### src/rtl/cbv_pkg.sv
// Shared types and constants for the cern-be-vme
// single-word FIFO port.
package cbv_pkg;

  localparam int CBV_DW = 32;

  typedef logic [CBV_DW-1:0] cbv_word_t;

  typedef enum logic {
    WR_IDLE,
    WR_WAIT
  } cbv_wr_state_t;

  localparam int ST_UNDERFLOW = 0;
  localparam int ST_OVERFLOW  = 1;
  localparam int ST_PROTO     = 2;

endpackage

### src/rtl/cbv_sync_fifo.sv
// First-word-fall-through synchronous FIFO.
// A push into a full FIFO is taken only with a simultaneous pop.
module cbv_sync_fifo #(
  parameter int DEPTH = 16,
  parameter int WIDTH = 32,
  localparam int AW = $clog2(DEPTH),
  localparam int CW = AW + 1
) (
  input  logic             clk,
  input  logic             rst_n,
  input  logic             push,
  input  logic [WIDTH-1:0] wdata,
  input  logic             pop,
  output logic             full,
  output logic             empty,
  output logic [CW-1:0]    count,
  output logic [WIDTH-1:0] head
);

  logic [WIDTH-1:0] mem [DEPTH];
  logic [AW-1:0]    wp;
  logic [AW-1:0]    rp;
  logic             do_push;
  logic             do_pop;

  assign full    = (count == CW'(DEPTH));
  assign empty   = (count == '0);
  assign head    = mem[rp];
  assign do_pop  = pop && !empty;
  assign do_push = push && (!full || do_pop);

  // Pointer and occupancy bookkeeping.
  always_ff @(posedge clk) begin
    if (!rst_n) begin
      wp    <= '0;
      rp    <= '0;
      count <= '0;
    end else begin
      if (do_push) wp <= wp + AW'(1);
      if (do_pop)  rp <= rp + AW'(1);
      unique case ({do_push, do_pop})
        2'b10:   count <= count + CW'(1);
        2'b01:   count <= count - CW'(1);
        default: count <= count;
      endcase
    end
  end

  // Storage array, no reset needed.
  always_ff @(posedge clk) begin
    if (do_push) mem[wp] <= wdata;
  end

endmodule

### src/rtl/cbv_fifo_port.sv
// VME single-word submap port: host writes feed TX,
// host reads drain RX, with local write back-pressure.
module cbv_fifo_port
  import cbv_pkg::*;
#(
  parameter int        DEPTH      = 16,
  parameter int        WR_TIMEOUT = 255,
  parameter cbv_word_t EMPTY_WORD = 32'hDEAD_0000
) (
  input  logic                   clk,
  input  logic                   rst_n,
  output logic [31:0]            VMERdData_o,
  input  logic [31:0]            VMEWrData_i,
  input  logic                   VMERdMem_i,
  input  logic                   VMEWrMem_i,
  output logic                   VMERdDone_o,
  output logic                   VMEWrDone_o,
  output logic [31:0]            tx_data_o,
  output logic                   tx_valid_o,
  input  logic                   tx_ready_i,
  input  logic [31:0]            rx_data_i,
  input  logic                   rx_valid_i,
  output logic                   rx_ready_o,
  output logic [$clog2(DEPTH):0] tx_count_o,
  output logic [$clog2(DEPTH):0] rx_count_o,
  output logic [2:0]             status_o,
  input  logic                   status_clr_i
);

  localparam int TW = $clog2(WR_TIMEOUT + 1);

  cbv_word_t     rx_head;
  logic          rx_full;
  logic          rx_empty;
  logic          rx_pop;
  logic          tx_full;
  logic          tx_empty;
  logic          tx_push;
  cbv_word_t     tx_wdata;

  cbv_wr_state_t state;
  cbv_wr_state_t state_d;
  logic [TW-1:0] cnt;
  logic [TW-1:0] cnt_d;
  cbv_word_t     word;
  cbv_word_t     word_d;
  logic          done_d;
  logic          ovf_set;
  logic          proto_set;
  logic [2:0]    st_set;

  assign rx_pop     = VMERdMem_i && !rx_empty;
  assign rx_ready_o = !rx_full;
  assign tx_valid_o = !tx_empty;

  cbv_sync_fifo #(
    .DEPTH (DEPTH),
    .WIDTH (CBV_DW)
  ) u_rx (
    .clk   (clk),
    .rst_n (rst_n),
    .push  (rx_valid_i),
    .wdata (rx_data_i),
    .pop   (rx_pop),
    .full  (rx_full),
    .empty (rx_empty),
    .count (rx_count_o),
    .head  (rx_head)
  );

  cbv_sync_fifo #(
    .DEPTH (DEPTH),
    .WIDTH (CBV_DW)
  ) u_tx (
    .clk   (clk),
    .rst_n (rst_n),
    .push  (tx_push),
    .wdata (tx_wdata),
    .pop   (tx_ready_i),
    .full  (tx_full),
    .empty (tx_empty),
    .count (tx_count_o),
    .head  (tx_data_o)
  );

  // Read path: one-cycle response, empty reads return a marker.
  always_ff @(posedge clk) begin
    if (!rst_n) begin
      VMERdData_o <= '0;
      VMERdDone_o <= 1'b0;
    end else begin
      VMERdDone_o <= VMERdMem_i;
      if (VMERdMem_i) begin
        VMERdData_o <= rx_empty ? EMPTY_WORD : rx_head;
      end
    end
  end

  // Write FSM registers.
  always_ff @(posedge clk) begin
    if (!rst_n) begin
      state       <= WR_IDLE;
      cnt         <= '0;
      word        <= '0;
      VMEWrDone_o <= 1'b0;
    end else begin
      state       <= state_d;
      cnt         <= cnt_d;
      word        <= word_d;
      VMEWrDone_o <= done_d;
    end
  end

  // Write FSM: push, park while full, or drop on timeout.
  always_comb begin
    state_d   = state;
    cnt_d     = cnt;
    word_d    = word;
    tx_push   = 1'b0;
    tx_wdata  = VMEWrData_i;
    done_d    = 1'b0;
    ovf_set   = 1'b0;
    proto_set = 1'b0;
    case (state)
      WR_IDLE: begin
        if (VMEWrMem_i) begin
          if (!tx_full) begin
            tx_push = 1'b1;
            done_d  = 1'b1;
          end else begin
            word_d  = VMEWrData_i;
            cnt_d   = TW'(WR_TIMEOUT);
            state_d = WR_WAIT;
          end
        end
      end
      WR_WAIT: begin
        proto_set = VMEWrMem_i;
        if (!tx_full) begin
          tx_push  = 1'b1;
          tx_wdata = word;
          done_d   = 1'b1;
          state_d  = WR_IDLE;
        end else if (cnt == TW'(1)) begin
          done_d  = 1'b1;
          ovf_set = 1'b1;
          state_d = WR_IDLE;
        end else begin
          cnt_d = cnt - TW'(1);
        end
      end
      default: state_d = WR_IDLE;
    endcase
  end

  // Collect sticky status set events.
  always_comb begin
    st_set               = '0;
    st_set[ST_UNDERFLOW] = VMERdMem_i && rx_empty;
    st_set[ST_OVERFLOW]  = ovf_set;
    st_set[ST_PROTO]     = proto_set;
  end

  // Sticky status: a set event wins over a clear.
  always_ff @(posedge clk) begin
    if (!rst_n) begin
      status_o <= '0;
    end else begin
      status_o <= (status_clr_i ? 3'b000 : status_o)
                | st_set;
    end
  end

endmodule

### config.mk
export PLATFORM = sky130hd
export DESIGN_NAME = cbv_fifo_port
export DESIGN_NICKNAME = d
export VERILOG_FILES = /design/src/rtl/cbv_pkg.sv /design/src/rtl/cbv_sync_fifo.sv /design/src/rtl/cbv_fifo_port.sv
export SDC_FILE = /design/constraint.sdc
export NUM_CORES = 1
export LEC_CHECK = 0
export BUFFER_PORTS_ARGS = -buffer_cell sky130_fd_sc_hd__buf_4
export CAP_MARGIN = 20
export CORE_ASPECT_RATIO = 1.25
export CORE_MARGIN = 3
export CORE_UTILIZATION = 30
export CTS_BUF_LIST = sky130_fd_sc_hd__clkbuf_8
export CTS_CLUSTER_SIZE = 40
export DETAILED_ROUTE_END_ITERATION = 7
export GPL_TIMING_DRIVEN = 1
export PLACE_DENSITY = 0.41
export SYNTH_ARGS = -nofsm -noshare
export SYNTH_HDL_FRONTEND = slang
export SYNTH_SLANG_ARGS = --single-unit
export TNS_END_PERCENT = 1
### constraint.sdc
create_clock -name clk -period 10.9 [get_ports clk]
set_input_delay 1.635 -clock clk [delete_from_list [all_inputs] [get_ports clk]]
set_output_delay 1.635 -clock clk [all_outputs]
set_load 0.005 [all_outputs]
==> metrics.yaml, run 1 <==
synth_edf_count: 1024
tns_ns: 0
dp_hpwl_um: 60100
ant_nets: 0
clk_latency_ns: 0.90
nets: 2505
drt_iter0_drc: 1369
drv_slew: 0
min_path_cells: 2
port_buffers: 151
whs_ns: 0.463
syn_avg_cell_area_um2: 20.4
hold_path_end: "word[5]"
core.rowCount: 156
end_kind: "output pin"
clockBufferDepth: 3
dr.pass1.iters: 5
initial_core_util: 0.302
rr_startpoint: "u_rx.count[0]"
min_period_ns: 5.52
p_leak_nw: 16.0
antenna_found_initial: 10
vias_per_cell: 4.80
ys_types: 61
cts_hold_buf: 0
tightest_slew_ns: 1.10
grtUsageTotal: 0.155
drive_above_1_share: 0.312
syn_inst: 2143
post_cts_resized: 0
startpoint_type: "flip-flop"
clk_root_buffer_cell: "clkbuf_8"
r2r_end: "u_rx.count[4]"
fp.dieH_um: 433
r2r_slack_ns: 7.38
ys_async_sr_fraction: 0
rsz0062_at_grt: "no"
hold_path_class: "flip-flop to flip-flop"
synth_flop_cell: "edfxtp_1"
cts_tree: "yes"
max_freq_mhz: 181
ios: 152
coreArea_um2: 145000
synth-seq-cells: 1136
yosysSeqAreaShare: 0.754
power_w: 0.0105
period_share: 0.506
numCtsBuffers: 189
ir_worst_vdd_v: 0.000107
die_w_um: 348
fin_skew_ns: 0.0458
hold_violations: 0
setup_viol: 0
clkSinkCount: 1136
p_per_area_nw_per_um2: 207
status: "finished, final reports clean"
syn-num-nets: 2235
clk_pin_slew_worst_paths_ns: 0.06
area_growth_pct: 16.2
drc_errors: 0
r2r_cells: 10
netlist_area_um2: 43800
grt_pass1_vias: 23700
wire_per_inst_um: 25.9
crit_fanout: 40
routed_wl_um: 116000
hp-start: "word[5]"
cap_viol_max_count: 0
arrival_ns: 3.88
h-tree-depth: 4
crit_required_ns: 9.27
gp_congestion: 0.718
via_count: 21500
critical_path_class: "flip-flop to output pin"
cts_setup_buffers: 0
grt.overflow.total: 0
grt_first_pass_wirelength_um: 168000
ys_warn_count: 0
die_area_um2: 151000
relSlewSlack: 0.266
grt_max_degree: 93
[placed cells by master, fill, tap and decap left out, types with 9 or more instances in the layout]
master	Yosys	layout
edfxtp_1	1024	1024
mux4_2	255	255
clkbuf_8	0	206
buf_4	12	195
nand2_1	124	123
dfxtp_1	112	105
inv_1	14	84
mux2i_1	78	78
mux2_2	52	52
clkinv_1	0	40
o21ai_0	39	39
a21boi_0	38	38
and2_1	40	23
o221ai_1	21	21
ha_1	20	20
clkinv_2	0	20
nor2b_1	20	19
a21oi_1	18	18
and2_2	0	15
o22ai_1	13	13
xnor2_1	13	13
nor2_4	0	12
a31oi_1	12	12
a211oi_1	11	11
a2111oi_0	11	11
nand2b_1	10	10
xor2_1	9	9
nor2_1	21	9
[stage by stage]
stage / cell area (um^2) / instances / worst slack (ns) / util
floorplan: 43800 / 2143 / 6.06 / -
global placement: 47200 / 4116 / 5.90 / 0.326
detailed placement: 47200 / 4116 / 5.88 / 0.326
CTS: 50800 / 4470 / 4.87 / 0.351
global route: 50900 / 4474 / 5.00 / 0.351
finish: 50900 / 4474 / 5.38 / 0.351
[critical path, cell delays in order (launching register included)]
cell and delay [ns]:
dfxtp_4 0.86, buf_4 0.78, mux4_2 0.60, mux4_2 0.51, buf_4 0.18
[cell usage after synthesis, types with 13 or more instances]
cell type,number,area (um^2)
edfxtp_1,1024,30700
mux4_2,255,5740
nand2_1,124,465
dfxtp_1,112,2240
mux2i_1,78,781
clkbuf_1,58,218
mux2_2,52,586
and2_1,40,250
o21ai_0,39,195
a21boi_0,38,285
buf_2,38,190
nor2_1,21,78.8
o221ai_1,21,184
ha_1,20,250
nor2b_1,20,125
a21oi_1,18,90.1
inv_1,14,52.6
o22ai_1,13,81.3
xnor2_1,13,114
[worst max-delay path by stage]
stage | startpoint | end | slack, ns | cells past startpoint
CTS | flip-flop | tx_data_o[1] | 4.87 | 4
global placement | flip-flop | tx_data_o[1] | 5.90 | 4
finish | flip-flop | tx_data_o[21] | 5.38 | 4
floorplan | VMEWrMem_i | u_tx.mem[3][0] | 6.06 | 4
detailed placement | flip-flop | tx_data_o[1] | 5.88 | 4
global route | flip-flop | tx_data_o[30] | 5.00 | 4
[logic make-up (layout without fill, tap and decap cells)]
kind of cell	Yosys count	after routing	synth area share
other	0	2	0
xor gates and xnor gates	22	22	0.00440
AOI/OAI and AO/OA	182	182	0.0284
adders and majority gates	21	21	0.00617
and+or+nand+nor	261	261	0.0300
buffers and inverters	134	567	0.0146
DFF	1136	1136	0.754
muxes	387	387	0.163
[per-layer routing]
layer  up-vias  wire length (um)  global-route usage
met3       190              5210              0.0325
met2       495             60800               0.278
met5         -               105                   0
met1     11400             47300               0.186
li1       9339                 -                   -
met4        14              2560              0.0484
[registers in the layout (all words and copies together), names as in the netlist, named ones only]
| register | count |
|---|---|
| u_rx.mem | 512 |
| u_rx.wp | 4 |
| u_tx.count | 5 |
| u_rx.count | 5 |
| u_tx.wp | 4 |
| cnt | 8 |
| VMERdDone_o | 1 |
| u_tx.mem | 512 |
| word | 32 |
| VMEWrDone_o | 1 |
| u_tx.rp | 4 |
| state | 1 |
| u_rx.rp | 4 |
| status_o | 3 |
| VMERdData_o | 32 |
[power by group]
group          switching [W]  internal (W)  total (W)
clock network        0.00175       0.00182    0.00357
logic               0.000873      0.000915    0.00179
registers           0.000206       0.00496    0.00516
total                0.00283       0.00770     0.0105
[layout make-up]
type | count | area (um^2)
clock inverters | 148 | 762
inverters | 15 | 56.3
fillers | 13600 | 94000
well taps | 1896 | 2370
clock buffers | 206 | 2840
flip-flops and latches | 1136 | 33000
repair buffers | 198 | 1540
multi-input cells | 873 | 10300
diodes | 2 | 5.00
Power figures use the tool's default switching activity.
==> run 2: changes to the inputs <==
Settings changed: PLACE_DENSITY 0.41 to 0.43.
Clock period 10.9 ns to 4.6 ns, I/O delays scaled along.
==> run 2 against run 1 <==
  * Via count is 1.4% higher
  * Register-to-register slack got worse by 6.2 ns
  * Critical path depth unchanged
  * Sequential cell count unchanged
  * Clock skew up 0.0096 ns
  * Combinational power grew 150%
  * Non-clock buffer count is 54 higher
  * Cell area rose by 1.2%
  * Clock power grew 130%
  * Sequential power rose by 140%
==> metrics.yaml, run 2 (synthesis results as in run 1) <==
status: "finished, final reports clean"
core.rowCount: 156
grtUsageTotal: 0.153
drv_slew: 0
via_count: 21800
ant_nets: 0
rsz0062_at_grt: "no"
antenna_found_initial: 4
dr.pass1.iters: 6
tns_ns: 0
grt_pass1_vias: 23700
power_w: 0.0250
reg_top3: "u_rx.mem: 512 flops, u_tx.mem: 512 flops"
clk_root_buffer_cell: "clkbuf_8"
hold_violations: 0
max_stage_delay_ns: 0.62
grt_max_degree: 72
numCtsBuffers: 188
min_period_ns: 3.94
clkSinkCount: 1136
crit_chain: "buf_12 -> mux4_2 -> mux4_2 -> buf_4"
r2r_cells: 10
slowest_stage: "dfxtp_4"
p_per_area_nw_per_um2: 485
grt_first_pass_wirelength_um: 167000
critical_path_class: "flip-flop to output pin"
wire_per_inst_um: 25.4
final_common_cell: "edfxtp_1"
r2r_end: "u_rx.count[4]"
h-tree-depth: 4
setup_viol: 0
die_w_um: 348
hp-start: "VMEWrData_i[1]"
dp_hpwl_um: 65100
wl_met1_um: 47100
max_freq_mhz: 254
wl_met2_um: 58800
p_leak_nw: 16.3
ir_worst_vdd_v: 0.000294
routed_wl_um: 115000
maxUsedRoutingLayer: "met5"
port_buffers: 151
grt.overflow.total: 0
area_growth_pct: 17.6
initial_core_util: 0.302
vias_per_cell: 4.82
clockBufferDepth: 3
cap_viol_max_count: 0
relSlewSlack: 0.379
startpoint_type: "flip-flop"
mostFrequentLayoutCells: "1024 x edfxtp_1, 255 x mux4_2, 201 x clkbuf_8"
cts_tree: "yes"
period_share: 0.857
end_kind: "output pin"
r2r_slack_ns: 1.20
tightest_slew_ns: 0.932
met3_wirelength_um: 6200
gp_congestion: 0.737
drive_above_1_share: 0.312
nets: 2558
fin_skew_ns: 0.0554
hold_path_end: "word[1]"
place_inst: 4137
drt_iter0_drc: 1478
clk_latency_ns: 0.88
drc_errors: 0
rr_startpoint: "u_rx.count[0]"
crit_fanout: 49
die_area_um2: 151000
fp.dieH_um: 433
ios: 152
cts_setup_buffers: 0
final_cell_count_no_fill: 4517
critPathMostFrequentCell: "mux4_2"
worst_path_dominant_cell_family: "multiplexers"
path_buf_inv: 2
coreArea_um2: 145000
arrival_ns: 3.25
min_path_cells: 3
crit_required_ns: 3.91
clk_pin_slew_worst_paths_ns: 0.06
hold_path_class: "primary input to flip-flop"
-- run 2: cell types whose count changed in the layout (fill, tap and decap cells not counted), sizes merged --
| cell | delta |
|---|---|
| bufinv | +1 |
| inv | -7 |
| diode | +1 |
| buf | +19 |
| clkinv | -1 |
| dlygate4sd3 | +35 |
| clkbuf | -5 |
-- run 2: final cells by class --
type	instances	area, um^2
inverter	15	56.3
clock inverter	141	768
clock buffer	201	2770
tap	1896	2370
fill	13500	93300
sequential	1136	33000
timing repair buffer	252	2230
antenna	3	7.51
multi-input combinational	873	10300
-- run 2: worst min-delay path, cell delays in order --
cell and delay (ns):
buf_4 0.14, nand2_1 0.05, a21boi_0 0.06
-- run 2: report_power, final --
group | internal, W | switching (W)
combinational | 0.00223 | 0.00224
clock | 0.00428 | 0.00409
sequential | 0.0117 | 0.000406
total | 0.0183 | 0.00674
-- run 2: timing repair --
| item | CTS | global route |
|---|---|---|
| resized for setup | 0 | 0 |
| hold buffers | 35 | 0 |
| endpoints found under the hold margin | 61 | 0 |
-- run 2: how the worst max path moves through the flow --
stage                   from        endpoint  slack, ns  depth (start not counted)
2_1_floorplan     VMEWrMem_i  u_tx.mem[3][0]       0.71                          4
3_3_place_gp   u_rx.count[0]   u_rx.count[4]       1.21                         10
3_5_place_dp   u_rx.count[0]   u_rx.count[4]       1.23                         10
4_1_cts            flip-flop    tx_data_o[2]       0.46                          4
5_1_grt            flip-flop    tx_data_o[2]       0.41                          4
6_report           flip-flop    tx_data_o[2]       0.66                          4
-- run 2: per-stage QoR --
step / util / hold WS [ns] / cell area (um^2) / setup slack, ns
global placement: 0.328 / 0.447 / 47500 / 1.21
floorplan: - / 0.440 / 43800 / 0.706
global route: 0.356 / 0.0497 / 51500 / 0.410
finish: 0.356 / 0.121 / 51500 / 0.659
detailed placement: 0.329 / 0.457 / 47600 / 1.23
CTS: 0.356 / 0.000266 / 51500 / 0.458
-- run 2: routing by layer --
metal / global-route usage / vias to the layer above
li1: - / 9436
met1: 0.188 / 11600
met2: 0.267 / 542
met3: 0.0363 / 188
met4: 0.0494 / 2
met5: 0 / -
==> run 3: changes to the inputs <==
Settings changed: CORE_UTILIZATION 30 to 58, PLACE_DENSITY 0.43 to 0.75.
==> run 3 against run 2 <==
  * Cell count down 22%
  * Largest power group unchanged
  * Via count down 1.6%
  * Largest cell class unchanged
  * Critical path type unchanged
  * Sequential share of layout area up 2.6 points
  * Critical endpoint is now tx_data_o[4]
  * Combinational power down 7.6%
  * Wire length down 19%
==> metrics.yaml, run 3 (synthesis results as in run 1) <==
relSlewSlack: 0.243
ff_latch_area_um2: 33000
dr.pass1.iters: 5
cts_tree: "yes"
tightest_slew_ns: 1.13
clk_latency_ns: 0.80
dp_hpwl_um: 51400
arrival_ns: 3.22
place_ws_ns: 1.28
post_cts_resized: 0
crit_fanout: 48
grt_first_pass_wirelength_um: 140000
ir_worst_vdd_v: 0.000296
wl_met2_um: 49800
clk_root_buffer_cell: "clkbuf_8"
drv_slew: 0
p_leak_nw: 15.8
ios: 152
ant_nets: 0
worst_path_dominant_cell_family: "multiplexers"
die_w_um: 252
end_kind: "output pin"
cts_setup_buffers: 0
vias_per_cell: 6.12
antenna_found_initial: 10
h-tree-depth: 4
grt_max_degree: 95
cap_viol_max_count: 0
reg_top3: "u_rx.mem: 512 flops, u_tx.mem: 512 flops"
drt_iter0_drc: 2121
critical_path_class: "flip-flop to output pin"
whs_ns: 0.151
final_common_cell: "edfxtp_1"
routed_wl_um: 92600
drive_above_1_share: 0.309
worst_slack_ns: 0.686
wl_met1_um: 33900
hold_violations: 0
period_share: 0.851
grtUsageTotal: 0.241
core.rowCount: 112
crit_chain: "buf_4 -> mux4_2 -> mux4_2 -> buf_4"
wire_per_inst_um: 26.4
grt_pass1_vias: 22900
gp_congestion: 0.773
grt.overflow.total: 0
slowest_stage: "dfxtp_4"
place_inst: 3193
coreArea_um2: 74700
fp.dieH_um: 313
maxUsedRoutingLayer: "met5"
crit_required_ns: 3.91
area_growth_pct: 13.1
drc_errors: 0
clkSinkCount: 1136
cts_hold_buf: 0
max_stage_delay_ns: 0.85
startpoint_type: "flip-flop"
port_buffers: 151
min_period_ns: 3.91
hold_path_class: "primary input to flip-flop"
p_per_area_nw_per_um2: 491
nFillCells: 4781
fin_util: 0.663
path_buf_inv: 2
numCtsBuffers: 165
nets: 2483
clk_pin_slew_worst_paths_ns: 0.07
rsz0062_at_grt: "no"
initial_core_util: 0.586
tns_ns: 0
max_freq_mhz: 255
mostFrequentLayoutCells: "1024 x edfxtp_1, 255 x mux4_2, 191 x buf_4"
multiInputGateArea_um2: 10300
final_cell_count_no_fill: 3502
via_count: 21400
clockBufferDepth: 3
status: "finished, final reports clean"
setup_viol: 0
met3_wirelength_um: 6220
die_area_um2: 78800
fin_skew_ns: 0.0293
## run 3: metrics by stage
stage	power (W)	cell area, um^2
finish	0.0243	49500
global route	0.0253	49500
CTS	0.0245	49500
detailed placement	0.0166	46200
global placement	0.0165	46200
floorplan	0.0151	43800
## run 3: worst paths after layout
check / startpoint / to / slack [ns] / cells after the start
setup / recovery: flip-flop / tx_data_o[4] / 0.69 / 4
hold reg to reg: word[1] / word[1] / 0.46 / 2
hold / removal: VMEWrData_i[20] / word[20] / 0.15 / 3
setup reg to reg: u_rx.count[0] / u_rx.count[4] / 1.23 / 10
## run 3: power by group
| group | switching [W] | leakage [nW] | internal [W] |
|---|---|---|---|
| combinational | 0.00193 | 3.78 | 0.00220 |
| clock | 0.00372 | 1.90 | 0.00424 |
| sequential | 0.000462 | 10.2 | 0.0117 |
## run 3: area by class of cell
type	count	area share
flip-flops and latches	1136	0.667
multi-input cells	873	0.208
clock buffers	176	0.0489
repair buffers	200	0.0326
well taps	969	0.0245
clock inverters	125	0.0178
inverters	15	0.00114
diodes	8	0.000404
## run 3: metal layers
layer  up-vias  GRT usage
met5         -          0
li1       9272          -
met3       171     0.0520
met2       852      0.425
met4         2     0.0871
met1     11100      0.296
## run 3: tightest hold or removal path, stage by stage
cell and delay, ns:
buf_4 0.11, nand2_1 0.04, a21boi_0 0.06
